## config.mk

```make
export PLATFORM = sky130hd
export DESIGN_NAME = mole_round_controller_flat
export DESIGN_NICKNAME = d
export VERILOG_FILES = /design/src/rtl/whac_pkg.sv /design/src/rtl/mole_round_controller_if.sv /design/src/rtl/mole_round_controller_round_timer.sv /design/src/rtl/mole_round_controller.sv /design/src/flat_wrapper.sv
export SDC_FILE = /design/constraint.sdc
export NUM_CORES = 1
export LEC_CHECK = 0
export CORE_MARGIN = 1.5
export CORE_UTILIZATION = 36
export CTS_BUF_LIST = sky130_fd_sc_hd__clkbuf_16
export DETAILED_ROUTE_END_ITERATION = 10
export PLACE_DENSITY_LB_ADDON = 0.3
export SYNTH_ARGS = -nofsm -noshare
export SYNTH_HDL_FRONTEND = slang
export SYNTH_HIERARCHICAL = 1
export SYNTH_SLANG_ARGS = --single-unit
```

## constraint.sdc

```tcl
create_clock -name clk -period 4.1 [get_ports clk]
set_input_delay 1.23 -clock clk [delete_from_list [all_inputs] [get_ports clk]]
set_output_delay 1.23 -clock clk [all_outputs]
set_load 0.1 [all_outputs]
```

## src/rtl/whac_pkg.sv

```systemverilog
// Shared types for the whack-a-mole blocks: round states, result codes
// and the default hole count.
package whac_pkg;

    localparam int N_MOLES_DEF = 8;

    typedef enum logic [1:0] {
        IDLE   = 2'd0,
        ACTIVE = 2'd1,
        DONE   = 2'd2
    } state_e;

    typedef enum logic [1:0] {
        NONE    = 2'd0,
        MISS    = 2'd1,
        PARTIAL = 2'd2,
        FULL    = 2'd3
    } result_e;

endpackage

```

## src/rtl/mole_round_controller_if.sv

```systemverilog
// Round controller bus: start/spawn/press inputs and the mask, status
// and result pulses. master = front-end side, slave = controller side.
interface mole_round_controller_if
    import whac_pkg::*;
#(
    parameter int N_MOLES = N_MOLES_DEF
);
    logic               start;
    logic [N_MOLES-1:0] spawn_mask;
    logic [N_MOLES-1:0] btn_pulse;
    logic [N_MOLES-1:0] moles_active;
    logic               round_active;
    logic               round_done;
    logic               miss;
    logic               non_full_clear_hit;
    logic               full_clear_hit;

    modport master (
        output start, spawn_mask, btn_pulse,
        input  moles_active, round_active, round_done,
        input  miss, non_full_clear_hit, full_clear_hit
    );

    modport slave (
        input  start, spawn_mask, btn_pulse,
        output moles_active, round_active, round_done,
        output miss, non_full_clear_hit, full_clear_hit
    );
endinterface

```

## src/rtl/mole_round_controller_round_timer.sv

```systemverilog
// Round time-limit down-counter. Ports: clk, rst, load_i (reload to
// ROUND_CYCLES-1), dec_i (count down, holds at 0), expired_o (count = 0).
module round_timer #(
    parameter int ROUND_CYCLES = 16
) (
    input  logic clk,
    input  logic rst,
    input  logic load_i,
    input  logic dec_i,
    output logic expired_o
);
    localparam int W = $clog2(ROUND_CYCLES);
    localparam logic [W-1:0] LOAD_VAL = W'(ROUND_CYCLES - 1);

    logic [W-1:0] count_q;
    logic [W-1:0] count_d;

    always_comb begin
        count_d = count_q;
        if (load_i) begin
            count_d = LOAD_VAL;
        end else if (dec_i && count_q != '0) begin
            count_d = count_q - 1'b1;
        end
    end

    always_ff @(posedge clk) begin
        if (rst) begin
            count_q <= '0;
        end else begin
            count_q <= count_d;
        end
    end

    assign expired_o = (count_q == '0);
endmodule

```

## src/rtl/mole_round_controller.sv

```systemverilog
// Round sequencer: loads the mole set, judges presses, enforces the time
// limit. Ports: clk, rst, bus (slave: start/spawn/press in, mask/status/pulses out).
module mole_round_controller
    import whac_pkg::*;
#(
    parameter int N_MOLES      = N_MOLES_DEF,
    parameter int ROUND_CYCLES = 50_000_000
) (
    input  logic clk,
    input  logic rst,
    mole_round_controller_if.slave bus
);
    localparam logic [1:0] S_IDLE   = 2'(IDLE);
    localparam logic [1:0] S_ACTIVE = 2'(ACTIVE);
    localparam logic [1:0] S_DONE   = 2'(DONE);

    logic [1:0]         state_q, state_d;
    logic [N_MOLES-1:0] mask_q, mask_d;
    logic               miss_q, miss_d;
    logic               part_q, part_d;
    logic               full_q, full_d;

    logic [N_MOLES-1:0] hits, wrong, rest;
    logic               t_load, t_dec, t_expired;
    result_e            res;

    round_timer #(
        .ROUND_CYCLES(ROUND_CYCLES)
    ) u_timer (
        .clk       (clk),
        .rst       (rst),
        .load_i    (t_load),
        .dec_i     (t_dec),
        .expired_o (t_expired)
    );

    assign hits  = bus.btn_pulse & mask_q;
    assign wrong = bus.btn_pulse & ~mask_q;
    assign rest  = mask_q & ~hits;

    always_comb begin
        state_d = state_q;
        mask_d  = mask_q;
        res     = NONE;
        t_load  = 1'b0;
        t_dec   = 1'b0;
        unique case (state_q)
            S_IDLE: begin
                if (bus.start && |bus.spawn_mask) begin
                    mask_d  = bus.spawn_mask;
                    t_load  = 1'b1;
                    state_d = S_ACTIVE;
                end
            end
            S_ACTIVE: begin
                if (|wrong) begin
                    // A wrong press on the last cycle still ends the round,
                    // folding the timeout into this single miss.
                    res = MISS;
                    if (t_expired) begin
                        mask_d  = '0;
                        state_d = S_DONE;
                    end
                end else if (|hits && rest == '0) begin
                    res     = FULL;
                    mask_d  = '0;
                    state_d = S_DONE;
                end else if (|hits) begin
                    res    = PARTIAL;
                    mask_d = rest;
                end else if (t_expired) begin
                    res     = MISS;
                    mask_d  = '0;
                    state_d = S_DONE;
                end else begin
                    t_dec = 1'b1;
                end
            end
            S_DONE: begin
                mask_d  = '0;
                state_d = S_IDLE;
            end
            default: begin
                mask_d  = '0;
                state_d = S_IDLE;
            end
        endcase
        miss_d = (res == MISS);
        part_d = (res == PARTIAL);
        full_d = (res == FULL);
    end

    always_ff @(posedge clk) begin
        if (rst) begin
            state_q <= S_IDLE;
            mask_q  <= '0;
            miss_q  <= 1'b0;
            part_q  <= 1'b0;
            full_q  <= 1'b0;
        end else begin
            state_q <= state_d;
            mask_q  <= mask_d;
            miss_q  <= miss_d;
            part_q  <= part_d;
            full_q  <= full_d;
        end
    end

    assign bus.moles_active       = mask_q;
    assign bus.round_active       = (state_q == S_ACTIVE);
    assign bus.round_done         = (state_q == S_DONE);
    assign bus.miss               = miss_q;
    assign bus.non_full_clear_hit = part_q;
    assign bus.full_clear_hit     = full_q;
endmodule

```

## src/flat_wrapper.sv

```systemverilog
// flat-port wrapper written by rule: the top's interface ports become plain ports
module mole_round_controller_flat import whac_pkg::*;
#(
    parameter int N_MOLES      = N_MOLES_DEF,
    parameter int ROUND_CYCLES = 50_000_000
)
  (clk, rst, bus_start, bus_spawn_mask, bus_btn_pulse, bus_moles_active, bus_round_active, bus_round_done, bus_miss, bus_non_full_clear_hit, bus_full_clear_hit);
  mole_round_controller_if #(.N_MOLES(N_MOLES)) bus_i ();
  input  logic clk;
  input  logic rst;
  input wire logic [$bits(bus_i.start)-1:0] bus_start;
  input wire logic [$bits(bus_i.spawn_mask)-1:0] bus_spawn_mask;
  input wire logic [$bits(bus_i.btn_pulse)-1:0] bus_btn_pulse;
  output wire logic [$bits(bus_i.moles_active)-1:0] bus_moles_active;
  output wire logic [$bits(bus_i.round_active)-1:0] bus_round_active;
  output wire logic [$bits(bus_i.round_done)-1:0] bus_round_done;
  output wire logic [$bits(bus_i.miss)-1:0] bus_miss;
  output wire logic [$bits(bus_i.non_full_clear_hit)-1:0] bus_non_full_clear_hit;
  output wire logic [$bits(bus_i.full_clear_hit)-1:0] bus_full_clear_hit;
  assign bus_i.start = bus_start;
  assign bus_i.spawn_mask = bus_spawn_mask;
  assign bus_i.btn_pulse = bus_btn_pulse;
  assign bus_moles_active = bus_i.moles_active;
  assign bus_round_active = bus_i.round_active;
  assign bus_round_done = bus_i.round_done;
  assign bus_miss = bus_i.miss;
  assign bus_non_full_clear_hit = bus_i.non_full_clear_hit;
  assign bus_full_clear_hit = bus_i.full_clear_hit;
  mole_round_controller #(.N_MOLES(N_MOLES), .ROUND_CYCLES(ROUND_CYCLES)) u_core (.clk(clk), .rst(rst), .bus(bus_i));
endmodule
```

# --- Word level (Yosys, flattened, before mapping) ---
# Index checks and enable logic that the tools add are counted.
op_classes:
  addsub: 1
  n_eq_ne: 7
  n_mux: 26
  n_bitwise: 5
  reduce_logical: 13
ops:
  columns: ["operator", "n"]
  rows:
  - ["two-way mux 26 bit", 2]
  - ["two-way mux 8 bit", 5]
  - ["zero test 26 bit", 1]
  - ["nonzero test 26 bit", 1]
  - ["subtractor 26 x 1 -> 26 bit, second input constant", 1]
  - ["bitwise AND 8 bit", 3]
  - ["OR reduction 8 bit", 3]
  - ["two-way mux 2 bit", 9]
  - ["NOT 8 bit", 2]
  - ["one-hot mux 8 bit (2 select lines)", 1]
  - ["zero test 8 bit", 1]
  - ["two-way mux 1 bit", 8]
  - ["equality test 2 bit, second input constant", 3]
  - ["equality test 2 x 1 -> 1 bit, second input constant", 2]
  - ["inequality test 4 x 3 -> 1 bit, second input constant", 1]
  - ["one-hot mux 2 bit (2 select lines)", 1]
  - ["logical AND 1 bit", 3]
  - ["zero test 2 bit", 1]
  - ["inequality test 2 x 1 -> 1 bit, second input constant", 1]
  - ["AND reduction 2 bit", 1]
  - ["nonzero test 2 bit", 1]
  - ["OR reduction 2 bit", 1]
word_totals:
  ff_bits: 39
  word_cells: 59

# --- Logic depth before layout (Yosys ltp) ---
depth:
  ltp_word: 11
  mapped_depth: 12
  depth_no_buf: 11

# --- Modules after synthesis ---
# Netlist, hierarchy kept.
modules_own_cells:
  columns: ["mod", "instances", "cells_per_inst", "area_per_inst_um2", "seq_area_each_um2"]
  rows:
  - ["round_timer", 1, 149, 1440.1, 520.5]
  - ["mole_round_controller", 1, 102, 824.5, 260.2]

# --- Least setup slack after synthesis ---
# No wires, ideal clock.
synth_timing:
  path_type: "input to register"
  from: "input bus_btn_pulse[6]"
  to: "register u_core.u_timer.count_q[9]"
  setup_time_ps: 70
  t_arrival_ps: 3117
  setup_slack_ps: 913
  cell_stages: 9
  cell_sequence: "nor2b_1 a2111o_1 nor2_1 and3_1 and3_4 o41ai_4 buf_6 or3_2 a21oi_1"
synth_via:
  elab_chain_len: 9
  word_cells_on_any_way: 13
synth_lines:
  columns: ["element", "line", "text"]
  rows:
  - ["start, declared", "flat_wrapper.sv:13", "input wire logic [$bits(bus_i.btn_pulse)-1:0] bus_btn_pulse;"]
  - ["bitwise AND 8 bit", "mole_round_controller.sv:37", "assign hits = bus.btn_pulse & mask_q;"]
  - ["NOT 8 bit", "mole_round_controller.sv:39", "assign rest = mask_q & ~hits;"]
  - ["bitwise AND 8 bit", "mole_round_controller.sv:39", null]
  - ["zero test 8 bit", "mole_round_controller.sv:64", "end else if (|hits && rest == '0) begin"]
  - ["logical AND 1 bit", "mole_round_controller.sv:64", null]
  - ["two-way mux 1 bit", "mole_round_controller.sv:64", null]
  - ["two-way mux 1 bit (*)", "mole_round_controller.sv:56", "if (|wrong) begin"]
  - ["two-way mux 1 bit (*)", "mole_round_controller.sv:47", "unique case (state_q)"]
  - ["named net u_core.t_dec", "mole_round_controller.sv:24", "logic t_load, t_dec, t_expired;"]
  - ["logical AND 1 bit (*)", "mole_round_controller_round_timer.sv:22", "end else if (dec_i && count_q != '0) begin"]
  - ["end signal, assigned", "mole_round_controller_round_timer.sv:31", "count_q <= count_d;"]
  - ["end, declared", "mole_round_controller_round_timer.sv:15", "logic [W-1:0] count_q;"]
# The timed path passes the listed nets; every way through them passes the cells marked *.
# A chain may end at the register's enable or synchronous reset.

# --- Worst setup path after layout ---
layout_timing:
  from: "input bus_btn_pulse[6]"
  to: "register u_core.u_timer.count_q[16]"
# The elaborated chain is that of the path after synthesis.

==> out/metrics.cfg <==
[setup_path]
critical_path.most_common_cell = nor2_1
crit_chain = clkdlybuf4s50_1, nor2b_1, a2111o_1, nor2_1, and3_1, nand3_2, a2111oi_0, xnor2_1, nor2_1
cp.arrival_ps = 3670
crit_family = compound AO/OA/AOI/OAI gates
start_kind = primary input
cp_slowest_cell = a2111oi_0
path_buf_inv = 1
endpoint_kind = flip-flop
worstPathMaxFanout = 9
startpoint = bus_btn_pulse[6]
slowest_delay_ps = 560
cp.required_ps = 4270
worst-setup-path-type = in2reg
r2r_start = u_core/u_timer/count_q[0]

[sta]
fin_crit_sh = 0.853
rsz0062_at_grt = no
slew_viol_final = 0
tns_ps = 0
min_period_ps = 3500
worst_pin_slew_ps = 971
fin_skew_ps = 3.03
max_freq_mhz = 286
timing.slew.headroom = 0.351
hold_ws_ps = 516
final_hold_viol_count = 0
finalSetupViolCount = 0

[clocking]
post_cts_buffers = 0
cts_buffer_depth = 2
cts_tree = done
h-tree-depth = 2
cts_resized = 0
cts_root_buf = clkbuf_16
cts_buffers = 5
cts_hold_buf = 0
clk_pin_slew_ps = 60
clk_latency_ps = 280
clkSinkCount = 39

[global_routing]
antenna_found_initial = 0
grt_pass1_wl_um = 8530
overflow = 0
grt_pass1_vias = 1823
grt_use_total = 0.163
grt_max_degree = 20

[floorplanning]
fp.dieH_um = 82.3
die_width_um = 82.3
core_area_um2 = 5990
dieArea_um2 = 6780
ioPinCount = 32
start_util = 0.378
rows = 28

[synthesis]
ys_async_sr_fraction = 0
netlist_area_um2 = 2260
syn-num-nets = 271
synth_cell_types = 55
synth_edf_count = 0
yosys_most_used_dff = dfxtp_1
synth_seq_cells = 39
synth-seq-area-share = 0.345
syn_area_per_cell_um2 = 9.02
ys.warnings.count = 6
syn_inst = 251

[drt]
drtIter0Drc = 108
antenna_left = 0
viasPerCell = 5.61
first_pass_iters = 4
drc = 0
wl_per_cell_um = 14.6
wirelength_um = 5210
via_count = 2007

[placed_design]
dp_hpwl_um = 3840
port-buffer-count = 31
place_area_um2 = 2640
gp_congestion = 0.858
dp_cells = 350

[cells_and_area]
antenna_cells = 0
area.growth.synth_to_final_pct = 24.9
instances_no_fill = 358
nets = 302
drive_gt1_frac = 0.131
fin_area_um2 = 2830

[run]
drv_cap = 0

[pwr]
p_leak_nw = 0.919
power_density_nw_per_um2 = 436
finalPower_mw = 1.23
vdd_drop_max_v = 0.000226

[outcome]
status = finished, final reports clean

[min_path]
hp-class = reg2reg
hold_start = u_core/u_timer/count_q[7]

==> metrics by stage <==
stage | util | setup WS (ps)
2_1_floorplan | - | 913
3_3_place_gp | 0.440 | 404
3_5_place_dp | 0.440 | 314
4_1_cts | 0.472 | 584
5_1_grt | 0.472 | 418
6_report | 0.472 | 603
==> power by group <==
group,internal [mW],switching [mW],leakage (nW)
sequential,0.407,0.0367,0.322
combinational,0.0990,0.188,0.507
clock,0.348,0.155,0.0900
==> cell usage after synthesis, drive strengths merged, types with 2 or more instances <==
| cell | count | area, um^2 |
|---|---|---|
| o2111ai | 3 | 26.3 |
| nor3b | 3 | 22.5 |
| a22oi | 4 | 30.0 |
| or4 | 12 | 101 |
| nor4 | 7 | 73.8 |
| nor3 | 6 | 40.0 |
| xnor2 | 10 | 87.6 |
| a311oi | 9 | 97.6 |
| o41ai | 2 | 36.3 |
| o21ai | 17 | 88.8 |
| o211ai | 2 | 15.0 |
| inv | 6 | 22.5 |
| nor4b | 4 | 50.1 |
| buf | 3 | 20.0 |
| nand2b | 6 | 45.0 |
| a211oi | 4 | 35.0 |
| nand2 | 5 | 18.8 |
| a31oi | 8 | 50.1 |
| o31ai | 5 | 37.5 |
| or3b | 2 | 17.5 |
| a2111o | 2 | 22.5 |
| nor2b | 9 | 56.3 |
| a21oi | 13 | 65.1 |
| clkbuf | 6 | 22.5 |
| and3 | 2 | 17.5 |
| nand3 | 11 | 65.1 |
| a2111oi | 2 | 17.5 |
| xor2 | 4 | 35.0 |
| or2 | 2 | 12.5 |
| or3 | 14 | 92.6 |
| nand4b | 2 | 32.5 |
| nor2 | 21 | 78.8 |
| dfxtp | 39 | 781 |
==> sequential cells by signal (all words and copies together), names as in the netlist <==
signal and cells:
u_core/bus.full_clear_hit 1, u_core/bus.miss 1, u_core/bus.moles_active 8, u_core/bus.non_full_clear_hit 1, u_core/state_q 2, u_core/u_timer/count_q 26
==> cell families after synthesis <==
family,synth area share
AND/OR/NAND/NOR,0.327
AO/OA/AOI/OAI,0.233
flip-flops,0.345
buffers and inverters,0.0304
XOR/XNOR,0.0541
multiplexers,0.00497
adder cells (fa/ha/maj),0.00552
==> final timing paths <==
| path | to | slack (ps) | cells after the start |
|---|---|---|---|
| worst max register to register | u_core/u_timer/count_q[16] | 950 | 11 |
| worst min-delay path | u_core/u_timer/count_q[7] | 520 | 2 |
| worst max-delay path | u_core/u_timer/count_q[16] | 600 | 9 |
| worst min register to register | u_core/u_timer/count_q[7] | 520 | 2 |
==> layer usage <==
| metal | vias up | share of wire | track usage |
|---|---|---|---|
| met5 | - | 0 | 0 |
| met1 | 923 | 0.52 | 0.231 |
| met2 | 43 | 0.44 | 0.248 |
| li1 | 1036 | - | - |
| met4 | 0 | 0.0075 | 0.0407 |
| met3 | 5 | 0.037 | 0.0374 |
==> layout by cell type (no fill, tap or decap), types with 3 or more instances in the layout <==
| cell | instances |
|---|---|
| nor3_1 | 4 |
| nand2b_1 | 5 |
| clkdlybuf4s50_1 | 29 |
| xnor2_1 | 10 |
| a211oi_1 | 3 |
| or4_1 | 9 |
| or4_4 | 3 |
| dfxtp_1 | 39 |
| o2111ai_1 | 3 |
| o21ai_0 | 12 |
| inv_1 | 6 |
| nand2_1 | 5 |
| a311oi_1 | 6 |
| nor2_1 | 21 |
| nand3_1 | 9 |
| a31oi_1 | 8 |
| buf_4 | 4 |
| o21ai_1 | 4 |
| clkbuf_16 | 5 |
| nor3b_1 | 3 |
| or3_1 | 10 |
| a21oi_1 | 13 |
| a22oi_1 | 4 |
| nor4_1 | 5 |
| xor2_1 | 4 |
| or3_2 | 4 |
| a311oi_2 | 3 |
| nor2b_1 | 9 |
| nor4b_1 | 3 |
| o31ai_1 | 5 |
==> worst register-to-register path: stages, from the launching register on <==
cell	delay (ps)
dfxtp_1	370
inv_1	80
ha_1	230
nor4b_1	180
nand4b_4	160
nor2_1	90
nor2_1	520
and3_1	400
nand3_2	210
a2111oi_0	560
xnor2_1	180
nor2_1	60
==> layout make-up <==
type | instances | area (um^2)
Clock buffer | 5 | 125
Fill cell | 577 | 3160
Multi-Input combinational cell | 196 | 1420
Sequential cell | 39 | 781
Inverter | 7 | 26.3
Clock inverter | 3 | 67.6
Timing Repair Buffer | 33 | 320
Tap cell | 75 | 93.8
(Power assumes the default switching activity.)
